--- config.mk ---
export PLATFORM = sky130hd
export DESIGN_NAME = vram_arbiter
export DESIGN_NICKNAME = d
export VERILOG_FILES = /design/src/rtl/vram_arbiter.sv
export SDC_FILE = /design/constraint.sdc
export NUM_CORES = 1
export LEC_CHECK = 0
export ABC_AREA = 1
export BUFFER_PORTS_ARGS = -buffer_cell sky130_fd_sc_hd__buf_2
export CAP_MARGIN = 25
export CORE_MARGIN = 2
export CORE_UTILIZATION = 51
export DETAILED_ROUTE_END_ITERATION = 16
export GPL_ROUTABILITY_DRIVEN = 1
export PLACE_DENSITY_LB_ADDON = 0.05
export SLEW_MARGIN = 20
export SYNTH_ARGS = -nofsm -noshare
export SYNTH_HDL_FRONTEND = slang
export SYNTH_SLANG_ARGS = --single-unit
export TNS_END_PERCENT = 10
--- constraint.sdc ---
create_clock -name clk -period 1.7 [get_ports clk]
set_input_delay 0.085 -clock clk [delete_from_list [all_inputs] [get_ports clk]]
set_output_delay 0.085 -clock clk [all_outputs]
set_load 0.03 [all_outputs]
--- src/rtl/vram_arbiter.sv ---
// Single-port video RAM arbiter: the scanner has priority, the CPU has a bounded wait,
// and a displaced video fetch is replayed from a one-entry buffer.
module vram_arbiter #(
  parameter int AW           = 13,
  parameter int STARVE_LIMIT = 4
) (
  input  logic          clk,
  input  logic          rst_n,
  input  logic          vid_req,
  input  logic [AW-1:0] vid_addr,
  output logic [7:0]    vid_data,
  output logic          vid_valid,
  input  logic          cpu_req,
  input  logic          cpu_we,
  input  logic [AW-1:0] cpu_addr,
  input  logic [7:0]    cpu_wdata,
  output logic [7:0]    cpu_rdata,
  output logic          cpu_ack,
  output logic          cpu_wait,
  output logic [AW-1:0] mem_addr,
  output logic          mem_we,
  output logic [7:0]    mem_wdata,
  input  logic [7:0]    mem_rdata
);

  typedef enum logic [1:0] {ST_IDLE, ST_ISSUED, ST_DATA, ST_ACK} cpu_st_t;
  typedef enum logic [1:0] {TAG_NONE, TAG_VID, TAG_CPU_RD, TAG_CPU_WR} tag_t;

  localparam logic [3:0] LIMIT = 4'(STARVE_LIMIT);

  function automatic logic [3:0] sat_inc(input logic [3:0] v);
    return (v >= LIMIT) ? LIMIT : v + 4'd1;
  endfunction

  cpu_st_t       cpu_st;
  tag_t          tag_p1, tag_p2;
  logic [3:0]    starve;
  logic          pend_vld;
  logic [AW-1:0] pend_addr;

  logic cpu_cand, force_cpu, gnt_pend, gnt_vid, gnt_cpu, displace;

  // Grant stage (cycle C): pending video > forced CPU > video > CPU
  always_comb begin
    cpu_cand  = (cpu_st == ST_IDLE) & cpu_req;
    force_cpu = cpu_cand & (starve == LIMIT);
    gnt_pend  = pend_vld;
    gnt_vid   = ~pend_vld & ~force_cpu & vid_req;
    gnt_cpu   = ~pend_vld & (force_cpu | (~vid_req & cpu_cand));
    displace  = vid_req & ~gnt_vid;
  end

  assign cpu_wait = cpu_req & ~cpu_ack;

  // Address stage (C+1): winner's request registered onto the RAM port
  always_ff @(posedge clk or negedge rst_n) begin
    if (!rst_n) begin
      pend_vld  <= 1'b0;
      pend_addr <= '0;
      mem_addr  <= '0;
      mem_we    <= 1'b0;
      mem_wdata <= '0;
      tag_p1    <= TAG_NONE;
    end else begin
      // The pending slot is always drained in the same cycle a new displacement can occur
      pend_vld <= displace;
      if (displace) pend_addr <= vid_addr;
      mem_we <= gnt_cpu & cpu_we;
      if (gnt_pend) begin
        mem_addr <= pend_addr;
        tag_p1   <= TAG_VID;
      end else if (gnt_cpu) begin
        mem_addr  <= cpu_addr;
        mem_wdata <= cpu_wdata;
        tag_p1    <= cpu_we ? TAG_CPU_WR : TAG_CPU_RD;
      end else if (gnt_vid) begin
        mem_addr <= vid_addr;
        tag_p1   <= TAG_VID;
      end else begin
        tag_p1 <= TAG_NONE;
      end
    end
  end

  // Data stage (C+2): RAM output captured, completion pulses follow in C+3
  always_ff @(posedge clk or negedge rst_n) begin
    if (!rst_n) begin
      tag_p2    <= TAG_NONE;
      vid_valid <= 1'b0;
      vid_data  <= '0;
      cpu_ack   <= 1'b0;
      cpu_rdata <= '0;
    end else begin
      tag_p2    <= tag_p1;
      vid_valid <= (tag_p2 == TAG_VID);
      if (tag_p2 == TAG_VID) vid_data <= mem_rdata;
      cpu_ack <= (tag_p2 == TAG_CPU_RD) | (tag_p1 == TAG_CPU_WR);
      if (tag_p2 == TAG_CPU_RD) cpu_rdata <= mem_rdata;
    end
  end

  always_ff @(posedge clk or negedge rst_n) begin
    if (!rst_n) begin
      cpu_st <= ST_IDLE;
      starve <= '0;
    end else begin
      case (cpu_st)
        ST_IDLE:   if (gnt_cpu) cpu_st <= ST_ISSUED;
        ST_ISSUED: cpu_st <= (tag_p1 == TAG_CPU_WR) ? ST_ACK : ST_DATA;
        ST_DATA:   cpu_st <= ST_ACK;
        default:   cpu_st <= ST_IDLE;
      endcase
      if (gnt_cpu || !cpu_req) starve <= '0;
      else if (cpu_cand)       starve <= sat_inc(starve);
    end
  end

endmodule

* Word level (Yosys, flattened, before mapping)
Cells that the tools add are included.
Word-level totals: flip-flop bits (word level) 64, output and inout bits 41, word-level logic and storage cells 57
Operators by class: add/subtract/negate cells 1, order comparisons 1, eq/ne operators 7, mux-type cells 13, bitwise logic cells 16, reduce and logical (&&, ||, !) cells 6
Operators with widths (count):
- $mux W13 | 3
- $mux W4 | 3
- $and A1 B1 Y1 | 9
- $eq A2 B2 Y1 const B | 3
- $mux W2 | 3
- $pmux W2 S3 | 1
- $not A1 Y1 | 5
- $add A4 B1 Y4 const B | 1
- $eq A2 B1 Y1 const B | 2
- $eq A4 B3 Y1 const B | 1
- $ge A4 B3 Y1 const B | 1
- $mux W1 | 3
- $reduce_bool A3 Y1 | 1
- $logic_not A2 Y1 | 1
- $ne A2 B2 Y1 const B | 1
- $or A1 B1 Y1 | 2
- $reduce_and A2 Y1 | 1
- $reduce_bool A2 Y1 | 1
- $logic_not A1 Y1 | 1
- $logic_or A1 B1 Y1 | 1

* Longest topological paths before layout
word-level depth 9, gate-level depth with buffers 11

* Worst setup path before layout
OpenSTA, ideal clock, no wires.
kind register to register, start point register cpu_st[0], end point register starve[2], setup time 0.133 ns, data arrival time 1.383 ns, data required time 1.567 ns, setup slack 0.184 ns, cell stages (with the launch flop) 9, path buffers 1, clock period less this slack 1.516 ns, cells stage by stage dfrtp_1 -> inv_1 -> ha_1 -> nand2_2 -> inv_2 -> nand3_2 -> buf_6 -> nand4_1 -> nand2_1
On the way: cells in the longest elaborated chain, start to end 7, elaborated cells between the ends (all ways) 9, classes of those cells mux (1); bitwise (5); reduce/logical (3)
Ends and longest elaborated chain:
- from (decl) | line 35 | cpu_st_t cpu_st;
- from (signal assigned) | line 109 | ST_ISSUED: cpu_st <= (tag_p1 == TAG_CPU_WR) ? ST_ACK : ST_DATA;
- $logic_not A2 Y1 * | line 45 | cpu_cand = (cpu_st == ST_IDLE) & cpu_req;
- $and A1 B1 Y1 * | line 45
- $and A1 B1 Y1 (on tied branches) | line 46, 49
- $or A1 B1 Y1 | line 49 | gnt_cpu = ~pend_vld & (force_cpu | (~vid_req & cpu_cand));
- $and A1 B1 Y1 | line 49
- $logic_or A1 B1 Y1 | line 113 | if (gnt_cpu || !cpu_req) starve <= '0;
- $mux W4 / $reduce_bool A2 Y1 (equally long branches)
- to (signal assigned) | line 114 | else if (cpu_cand) starve <= sat_inc(starve);
- to (decl) | line 37 | logic [3:0] starve;
Mark *: on every way between the ends. The rest lies on a longest branch, timed or not. A chain may end at the register's enable or synchronous reset.

* Worst setup path in the final report
start point register cpu_st[0], end point register pend_addr[9]
On the way: cells in the longest elaborated chain, start to end 8
Ends and longest elaborated chain:
- $logic_not A2 Y1 | line 45
- $and A1 B1 Y1 | line 45
- $and A1 B1 Y1 | line 46 | force_cpu = cpu_cand & (starve == LIMIT);
- $not A1 Y1 | line 48 | gnt_vid = ~pend_vld & ~force_cpu & vid_req;
- $and A1 B1 Y1 (2 in a row) | line 48
- $not A1 Y1 | line 50 | displace = vid_req & ~gnt_vid;
- $and A1 B1 Y1 | line 50
- to (signal assigned) | line 67 | if (displace) pend_addr <= vid_addr;
- to (decl) | line 39 | logic [AW-1:0] pend_addr;
Every way passes these cells.

==> impl_metrics.py <==
metrics = {
    "status": {
        "outcome": "complete, no violations",
    },
    "sta": {
        "max_freq_ghz": 0.635,
        "finalCritPeriodShare": 0.927,
        "hold_viol_final": 0,
        "finalSetupViolCount": 0,
        "worst_slack_ns": 0.124,
        "tightest_slew_ns": 0.478,
        "drv_slew": 0,
        "fin_crit_ns": 1.58,
        "relSlewSlack": 0.680,
        "rsz0062_at_grt": "true",
        "fin_skew_ns": 0.00977,
    },
    "worst_hold_path": {
        "hp-class": "input pin to flop",
    },
    "yosys": {
        "synth_area_mm2": 0.00289,
        "ys_seq_elements": 64,
        "avgSynthCellArea_um2": 8.35,
        "ys_seq_area_frac": 0.555,
        "ys.warnings.count": 0,
        "synthesis.nets": 399,
        "ys_types": 24,
        "syn_inst": 346,
    },
    "detailed_routing": {
        "antenna_left": 0,
        "wl_um": 6690,
        "wl_per_cell_um": 12.4,
        "drc": 0,
        "drtIter0Drc": 159,
        "viasPerCell": 4.82,
        "vias": 2604,
        "first_pass_iters": 4,
    },
    "pwr": {
        "p_sw_mw": 2.39,
        "clockPowerShare": 0.215,
        "p_int_mw": 3.49,
        "switching_share": 0.406,
        "irDropWorstVdd_v": 0.00105,
        "power.density_mw_per_mm2": 1530,
        "p_leak_nw": 2.20,
        "power_frac_comb": 0.391,
        "seqPwrFrac": 0.394,
    },
    "job": {
        "cap_violations": 0,
    },
    "cells_and_area": {
        "layout.nets": 517,
        "layout-drive-gt1-share": 0.267,
        "n_antenna_cell": 0,
        "stdcell_count": 540,
        "n_fill_cell": 474,
        "area_growth_pct": 32.8,
        "finish.instance_area_mm2": 0.00384,
    },
    "worst_setup_path": {
        "path_cells": "inv_2 -> ha_1 -> nand2_2 -> nor2_4 -> nand2_4 -> nand2_2 -> nand2_4 -> buf_4 -> nand2_1 -> nand2_1",
        "crit_slowest_cell": "dfrtp_1",
        "arrival_ns": 1.79,
        "cpLargestDelayFamily": "simple AND/OR/NAND/NOR gates",
        "worstSetupStartpointType": "flop",
        "cp_data_required_time_ns": 1.92,
        "critPathKind": "flop to flop",
        "setup.worst_path.end_class": "flop",
        "slowest_delay_ns": 0.42,
        "crit_buf_inv": 2,
        "path_max_fanout": 13,
    },
    "clocking": {
        "cts_buffers": 9,
        "clock_latency_ns": 0.34,
        "clk_pin_slew_worst_paths_ns": 0.07,
        "cts_max_level": 3,
        "cts_setup_buffers": 0,
        "root_buffer": "clkbuf_8",
        "clkSinkCount": 64,
        "cts_tree": "done",
        "cts_buffer_depth": 2,
    },
    "die": {
        "fp.dieH_um": 79.3,
        "start_util": 0.528,
        "die_width_um": 79.3,
        "ios": 88,
        "rows": 27,
        "die_area_mm2": 0.00628,
        "core-area_mm2": 0.00547,
    },
    "placed_design": {
        "dp_slack_ns": 0.0544,
        "place_area_mm2": 0.00343,
        "dpl.hpwl_um": 4450,
        "dp_cells": 505,
        "io_buffer_count": 87,
        "routabilityCongestion": 0.777,
    },
    "global_routing": {
        "antenna_found_initial": 0,
        "grt_overflow_total": 0,
        "grt_pass1_wl_um": 11700,
        "track_usage": 0.241,
        "grt_max_degree": 65,
        "grt_pass1_vias": 2600,
    },
}
## per-stage QoR
step                      hold slack [ns]  TNS (ns)  utilization  total power [mW]
after floorplan                    -0.211         0            -              3.87
after detailed placement            0.128         0        0.627              4.59
after global routing               0.0269   -0.0669        0.701              6.29
final                              0.0154         0        0.701              5.87
after CTS                         0.00621         0        0.698              5.91
after global placement              0.127         0        0.627              4.53
## placed cells by master (no fill, tap or decap), drive strengths merged
master / n
nand3: 34
or2: 1
a21oi: 6
inv: 42
nand4: 1
clkbuf: 11
nor3: 1
buf: 97
dlygate4sd3: 20
clkinvlp: 1
ha: 6
o311ai: 1
nor2: 11
a31oi: 1
o21ai: 32
nand2: 135
clkinv: 3
bufinv: 1
dfrtp: 64
## repair_timing
action                                  4_1_cts  5_1_grt
endpoints found under the setup margin        0       31
resized for setup                             0        5
hold buffers                                 20        0
endpoints found under the hold margin        83        0
## synthesized netlist by cell type (all sizes together)
cell type  number  area (um2)
nand4           1        6.26
buf             7        56.3
o21ai          32         160
a31oi           1        6.26
or2             1        6.26
nor3            1        5.00
nand2         135         529
clkbuf          3        11.3
nor2           11        48.8
dfrtp          64        1600
ha              6        75.1
a21oi           6        30.0
nand3          34         180
o311ai          1        8.76
clkinv          2        8.75
inv            41         154
## power groups by stage
stage	Clock [mW]	Combinational (mW)	Sequential (mW)
2_1_floorplan	0	0.848	3.02
3_3_place_gp	0	2.21	2.32
3_5_place_dp	0	2.25	2.34
4_1_cts	1.29	2.30	2.31
5_1_grt	1.35	2.56	2.37
6_report	1.26	2.30	2.32
## registers in the layout, summed over array words and instances (netlist names)
name	flops
mem_addr	13
cpu_rdata	8
tag_p1	2
tag_p2	2
cpu_ack	1
vid_data	8
starve	4
mem_we	1
pend_addr	13
cpu_st	2
gnt_pend	1
mem_wdata	8
vid_valid	1
## cell families (layout without fill, tap and decap cells)
group,count (synthesis),after routing,share of synthesized area
AO/OA/AOI/OAI,40,40,0.0711
AND/OR/NAND/NOR,183,183,0.269
adder cells (fa/ha/maj),6,6,0.0260
buffers and inverters,53,175,0.0797
flip-flops,64,64,0.555
## path summary, 6_finish.rpt
kind	slack [ns]	start	cells past startpoint	end
setup reg to reg	0.12	cpu_st[0]	10	pend_addr[9]
setup / recovery	0.12	cpu_st[0]	10	pend_addr[9]
hold reg to reg	0.41	tag_p1[1]	0	tag_p2[1]
hold / removal	0.02	mem_rdata[6]	3	vid_data[6]
min in group asynchronous	0.28	rst_n	3	cpu_rdata[3]
max in group asynchronous	1.12	rst_n	3	gnt_pend
## tightest hold or removal path: cells and delay by family
kind,cells,cell delay [ns]
AO/OA/AOI/OAI,1,0.08
buffers and inverters,2,0.14
## metal layers
metal,share of wire,track usage,vias up
li1,-,-,1313
met1,0.47,0.311,1214
met2,0.47,0.401,67
met3,0.045,0.0409,10
met4,0.017,0.102,0
met5,0,0,-
## cell type report
cell class / instances / area, um2 / share of cell area
Clock buffer: 11 / 141 / 0.0369
Clock inverter: 4 / 45.0 / 0.0117
Inverter: 43 / 168 / 0.0437
Multi-Input combinational cell: 229 / 1060 / 0.277
Sequential cell: 64 / 1600 / 0.417
Tap cell: 72 / 90.1 / 0.0235
Timing Repair Buffer: 117 / 727 / 0.189
Note: power is estimated with default switching activity, not from simulation.
